<file path="config.mk">
export PLATFORM = sky130hd
export DESIGN_NAME = jeff_alu181_serial
export DESIGN_NICKNAME = d
export VERILOG_FILES = /design/src/rtl/jeff_alu181_pkg.sv /design/src/rtl/jeff_alu181_slice.sv /design/src/rtl/jeff_alu181_serial.sv
export SDC_FILE = /design/constraint.sdc
export NUM_CORES = 1
export LEC_CHECK = 0
export ABC_AREA = 1
export BUFFER_PORTS_ARGS = -buffer_cell sky130_fd_sc_hd__buf_2
export CAP_MARGIN = 20
export CORE_MARGIN = 2
export CORE_UTILIZATION = 55
export DETAILED_ROUTE_END_ITERATION = 8
export GPL_ROUTABILITY_DRIVEN = 0
export PLACE_DENSITY = 0.89
export SLEW_MARGIN = 20
export SYNTH_ARGS = -nofsm -noshare
export SYNTH_HDL_FRONTEND = slang
export SYNTH_SLANG_ARGS = --single-unit
</file>
<file path="constraint.sdc">
create_clock -name clk -period 6.19 [get_ports clk]
set_input_delay 0.619 -clock clk [delete_from_list [all_inputs] [get_ports clk]]
set_output_delay 0.619 -clock clk [all_outputs]
set_load 0.03 [all_outputs]
</file>
<file path="src/rtl/jeff_alu181_pkg.sv">
// Shared constants for the nibble-serial 74x181-style ALU: select codes, FSM states, slice math.
package jeff_alu181_pkg;

    localparam logic [3:0] SEL_ADD = 4'b1001;
    localparam logic [3:0] SEL_SUB = 4'b0110;
    localparam logic [3:0] SEL_XOR = 4'b0110;  // with m=1
    localparam logic [3:0] SEL_A   = 4'b1111;  // with m=1

    typedef enum logic {
        IDLE = 1'b0,
        RUN  = 1'b1
    } state_t;

    function automatic int slice_count(input int width);
        return width / 4;
    endfunction

    function automatic int count_bits(input int slices);
        return (slices > 1) ? $clog2(slices) : 1;
    endfunction

endpackage

</file>
<file path="src/rtl/jeff_alu181_slice.sv">
// Combinational 4-bit 74x181 slice, active-high data; carry chain is independent of m.
// JEFF_ALU181_OVF_EN adds cmsb, the carry into bit 3, for overflow detection.
module jeff_alu181_slice
    import jeff_alu181_pkg::*;
(
    input  logic [3:0] a,
    input  logic [3:0] b,
    input  logic [3:0] s,
    input  logic       m,
    input  logic       cin,
    output logic [3:0] f,
    output logic       cout,
`ifdef JEFF_ALU181_OVF_EN
    output logic       cmsb,
`endif
    output logic       allones
);

    logic [3:0] x;
    logic [3:0] y;
    logic [4:0] sum;

    // y is always a subset of x, so x+y+cin reproduces the device's P/G carry lookahead
    assign x   = a | (b & {4{s[0]}}) | (~b & {4{s[1]}});
    assign y   = (a & b & {4{s[3]}}) | (a & ~b & {4{s[2]}});
    assign sum = {1'b0, x} + {1'b0, y} + {4'b0000, cin};

    assign f       = m ? ~(x ^ y) : sum[3:0];
    assign cout    = sum[4];
    assign allones = &f;
`ifdef JEFF_ALU181_OVF_EN
    assign cmsb    = sum[3] ^ x[3] ^ y[3];
`endif

endmodule

</file>
<file path="src/rtl/jeff_alu181_serial.sv">
// Nibble-serial 74x181-style ALU: one 4-bit slice per clock, low slice first, carry held between slices.
// Optional JEFF_ALU181_OVF_EN adds a two's-complement overflow output.
module jeff_alu181_serial
    import jeff_alu181_pkg::*;
#(
    parameter int WIDTH = 16
) (
    input  logic             clk,
    input  logic             rst_n,
    input  logic             start,
    input  logic [WIDTH-1:0] a,
    input  logic [WIDTH-1:0] b,
    input  logic [3:0]       s,
    input  logic             m,
    input  logic             ci_bar,
    output logic             busy,
    output logic             done,
    output logic [WIDTH-1:0] f,
    output logic             co_bar,
    output logic             aeqb
`ifdef JEFF_ALU181_OVF_EN
    ,
    output logic             ovf
`endif
);

    localparam int SLICES = slice_count(WIDTH);
    localparam int CW     = count_bits(SLICES);

    state_t           state, state_nx;
    logic [CW-1:0]    cnt;
    logic [CW+1:0]    base;
    logic [WIDTH-1:0] a_q, b_q, f_q;
    logic [3:0]       s_q;
    logic             m_q, carry_q, acc_q, done_q, co_bar_q, aeqb_q;
    logic             accept, last;
    logic [3:0]       sl_f;
    logic             sl_cout, sl_all;
`ifdef JEFF_ALU181_OVF_EN
    logic             sl_cmsb, ovf_q;
`endif

    assign accept = (state == IDLE) && start;
    assign last   = (state == RUN) && (cnt == CW'(SLICES - 1));
    assign base   = {cnt, 2'b00};

    jeff_alu181_slice u_slice (
        .a       (a_q[base +: 4]),
        .b       (b_q[base +: 4]),
        .s       (s_q),
        .m       (m_q),
        .cin     (carry_q),
        .f       (sl_f),
        .cout    (sl_cout),
`ifdef JEFF_ALU181_OVF_EN
        .cmsb    (sl_cmsb),
`endif
        .allones (sl_all)
    );

    always_ff @(posedge clk or negedge rst_n) begin
        if (!rst_n) state <= IDLE;
        else        state <= state_nx;
    end

    always_comb begin
        state_nx = state;
        case (state)
            IDLE:    if (start) state_nx = RUN;
            RUN:     if (last)  state_nx = IDLE;
            default: state_nx = IDLE;
        endcase
    end

    always_ff @(posedge clk or negedge rst_n) begin
        if (!rst_n) begin
            a_q      <= '0;
            b_q      <= '0;
            s_q      <= '0;
            m_q      <= 1'b0;
            cnt      <= '0;
            carry_q  <= 1'b0;
            acc_q    <= 1'b0;
            f_q      <= '0;
            done_q   <= 1'b0;
            co_bar_q <= 1'b1;
            aeqb_q   <= 1'b0;
`ifdef JEFF_ALU181_OVF_EN
            ovf_q    <= 1'b0;
`endif
        end else begin
            done_q <= 1'b0;
            if (accept) begin
                a_q     <= a;
                b_q     <= b;
                s_q     <= s;
                m_q     <= m;
                carry_q <= ~ci_bar;
                cnt     <= '0;
                acc_q   <= 1'b1;
`ifdef JEFF_ALU181_OVF_EN
                ovf_q   <= 1'b0;
`endif
            end else if (state == RUN) begin
                f_q[base +: 4] <= sl_f;
                carry_q        <= sl_cout;
                acc_q          <= acc_q & sl_all;
                cnt            <= cnt + 1'b1;
                if (last) begin
                    done_q   <= 1'b1;
                    co_bar_q <= ~sl_cout;
                    aeqb_q   <= acc_q & sl_all;
`ifdef JEFF_ALU181_OVF_EN
                    ovf_q    <= ~m_q & (sl_cmsb ^ sl_cout);
`endif
                end
            end
        end
    end

    assign busy   = (state == RUN);
    assign done   = done_q;
    assign f      = f_q;
    assign co_bar = co_bar_q;
    assign aeqb   = aeqb_q;
`ifdef JEFF_ALU181_OVF_EN
    assign ovf    = ovf_q;
`endif

endmodule

</file>
==> impl_metrics.toml <==
[cts]
postCtsSetupRepairBufs = 0
path_clk_slew_ns = 0.07
hold_buffers = 0
h-tree-depth = 3
cts_num_sinks = 61
numCtsBuffers = 9
cts_resized = 0
cts-root-buf = "clkbuf_8"
clk_latency_ns = 0.34
cts.path.max_buffers = 2
cts_tree = "built"

[logic_synthesis]
synthesis.area_um2 = 3025
synthCells = 369
synth.most_common_cell = "nand2_1"
synth_ff_type = "dfrtp_1"
yosysWarnings = 0
synth_top_area_frac = 0.4963
async_flop_share = 1.000
syn_area_per_cell_um2 = 8.199
synth_top_area_cell = "dfrtp_1"
ys_types = 29
synth_seq_area_share = 0.5050
yosys-top-cells-area = "dfrtp_1 (50%), nand2_1 (20%), o21ai_0 (4.5%)"
syn_nets = 421
yosys-top-cells-count = "nand2_1 (165), dfrtp_1 (60), o21ai_0 (27)"
synth_seq_cells = 61
synth_enable_flop_cells = 0

[cells_and_area]
drive_gt1_frac = 0.2120
nNetsFinal = 481
fin_cells = 506
num_antenna_cells = 0
area_delta_synth_final_pct = 17.25

[grt]
grt_pass1_wl_um = 11420
grt_pass1_vias = 2612
track_usage = 0.2416
grt_overflow = 0
grt_max_degree = 62
antenna_found_initial = 0

[sta]
rsz0062_at_grt = "false"
max_freq_ghz = 0.3153
skew_ns = 0.009455
hold_violations = 0
slew_viol_final = 0
period_share = 0.5124
final.setup.tns_ns = 0
worst_pin_slew_ns = 0.8724
finalSetupViolCount = 0
layout_min_cycle_time_ns = 3.172
maxSlewHeadroom = 0.4184

[pwr]
p_clk_frac = 0.168
p_comb_frac = 0.508
seqPwrFrac = 0.324
switchingPower_mw = 1.049
leakage_nw = 1.940
powerDensity_nw_per_um2 = 628.8
swShare = 0.4705
internal-power_mw = 1.181
ir_drop_mv = 0.2873

[setup_path]
endpoint = "acc_q"
r2r_setup_slack_ns = 3.02
r2r-start = "cnt[0]"
r2r-end = "acc_q"
cp.required_ns = 6.39
end_kind = "flip-flop"
startpoint = "cnt[0]"
arrival_ns = 3.38
crit_type = "flip-flop to flip-flop"
reg2reg_depth = 16
startpoint_type = "flip-flop"
crit_path_max_fanout = 27

[status]
status = "completed"

[drt]
routed_wl_um = 6568
drtPass1Iterations = 4
dr_total_vias = 2584
drtAntennaViolNets = 0
drt_iter0_drc = 116
drt-vias-per-instance = 5.107
routedWlPerCell_um = 12.98
route.detailed.drc = 0

[die]
pin_count = 61
core_um2 = 5405
die_y_um = 78.17
die_area_um2 = 6110
die_w_um = 78.17
rows = 27
initial_core_util = 0.5597

[placed_design]
port_buffers = 60
placed_cells = 490
hpwl_um = 4714

[hold_path]
hp-class = "primary input to asynchronous set/reset pin"

[flow_run]
cap_violations = 0
[sequential cells by signal, indices dropped and copies added, names as in the netlist]
signal and flops:
busy 1, aeqb 1, cnt 2, m_q 1, done 1, a_q 16, s_q 4, co_bar 1
f 16, acc_q 1, b_q 16, carry_q 1
[kinds of logic (layout without fill, tap and decap cells)]
family / after synthesis / after routing / synth area share
compound gates: 48 / 48 / 0.09182
fa+ha+maj: 11 / 11 / 0.05046
buf+inv: 37 / 102 / 0.06121
flops: 61 / 61 / 0.5050
simple gates: 212 / 212 / 0.2916
[cell type report]
type	instances	area [um2]
Multi-Input combinational cell	271	1313
Inverter	24	95.09
Timing Repair Buffer	62	315.3
Fill cell	466	1858
Clock inverter	5	75.07
Clock buffer	11	131.4
Tap cell	72	90.09
Sequential cell	61	1528
[power groups by stage]
| stage | Combinational, mW | Sequential (mW) | Clock, mW |
|---|---|---|---|
| after floorplan | 0.828 | 0.748 | 0 |
| final | 1.13 | 0.724 | 0.374 |
| after CTS | 1.13 | 0.721 | 0.378 |
| after global routing | 1.29 | 0.747 | 0.399 |
| after detailed placement | 1.11 | 0.726 | 0 |
| after global placement | 1.06 | 0.720 | 0 |
[critical path: stages, from the launching register on]
cell and delay [ns]:
dfrtp_1 0.91, inv_6 0.17, nand2_1 0.12, nand3_1 0.09
a21oi_1 0.17, nor2_1 0.06, o21ai_0 0.10, inv_1 0.09
fa_1 0.37, inv_1 0.11, fa_1 0.41, nand2_1 0.09
o21ai_2 0.08, nand3_1 0.07, nor2_1 0.04, nand2_1 0.08
a21oi_1 0.06
[cells in the final DEF (no fill, tap or decap), drive strengths merged, types with 2 or more instances in the layout]
master	instances
nand2	169
buf	62
dfrtp	60
o21ai	30
inv	24
nor2	18
nand3	15
clkbuf	11
ha	9
a21oi	6
nor3	4
nand4	4
o22a	3
o211ai	3
o31ai	3
clkinv	3
fa	2
bufinv	2
[worst min path at each step]
| stage | start | slack (ns) | endpoint |
|---|---|---|---|
| CTS | rst_n | 0.45 | a_q[14] |
| global route | a[11] | 0.46 | a_q[11] |
| global placement | f[7] | 0.46 | f[7] |
| detailed placement | a_q[2] | 0.47 | a_q[2] |
| floorplan | rst_n | 0.32 | a_q[0] |
| finish | rst_n | 0.43 | f[8] |
[metrics by stage]
step	instance area, um2	worst slack [ns]	utilization	power, mW	hold slack, ns
after floorplan	3025	3.779	-	1.576	0.3234
after global placement	3341	3.218	0.6181	1.781	0.4586
after detailed placement	3341	3.071	0.6181	1.840	0.4666
after CTS	3547	3.056	0.6563	2.225	0.4482
after global routing	3547	2.699	0.6563	2.433	0.4634
final	3547	3.018	0.6563	2.230	0.4292
[routing by layer]
metal | wire (um) | vias up | GRT usage
met5 | 0 | - | 0
met4 | 221 | 0 | 0.1386
met3 | 364 | 18 | 0.06897
met2 | 3273 | 85 | 0.4009
met1 | 2709 | 1187 | 0.2807
li1 | - | 1294 | -
(Power assumes the default switching activity.)
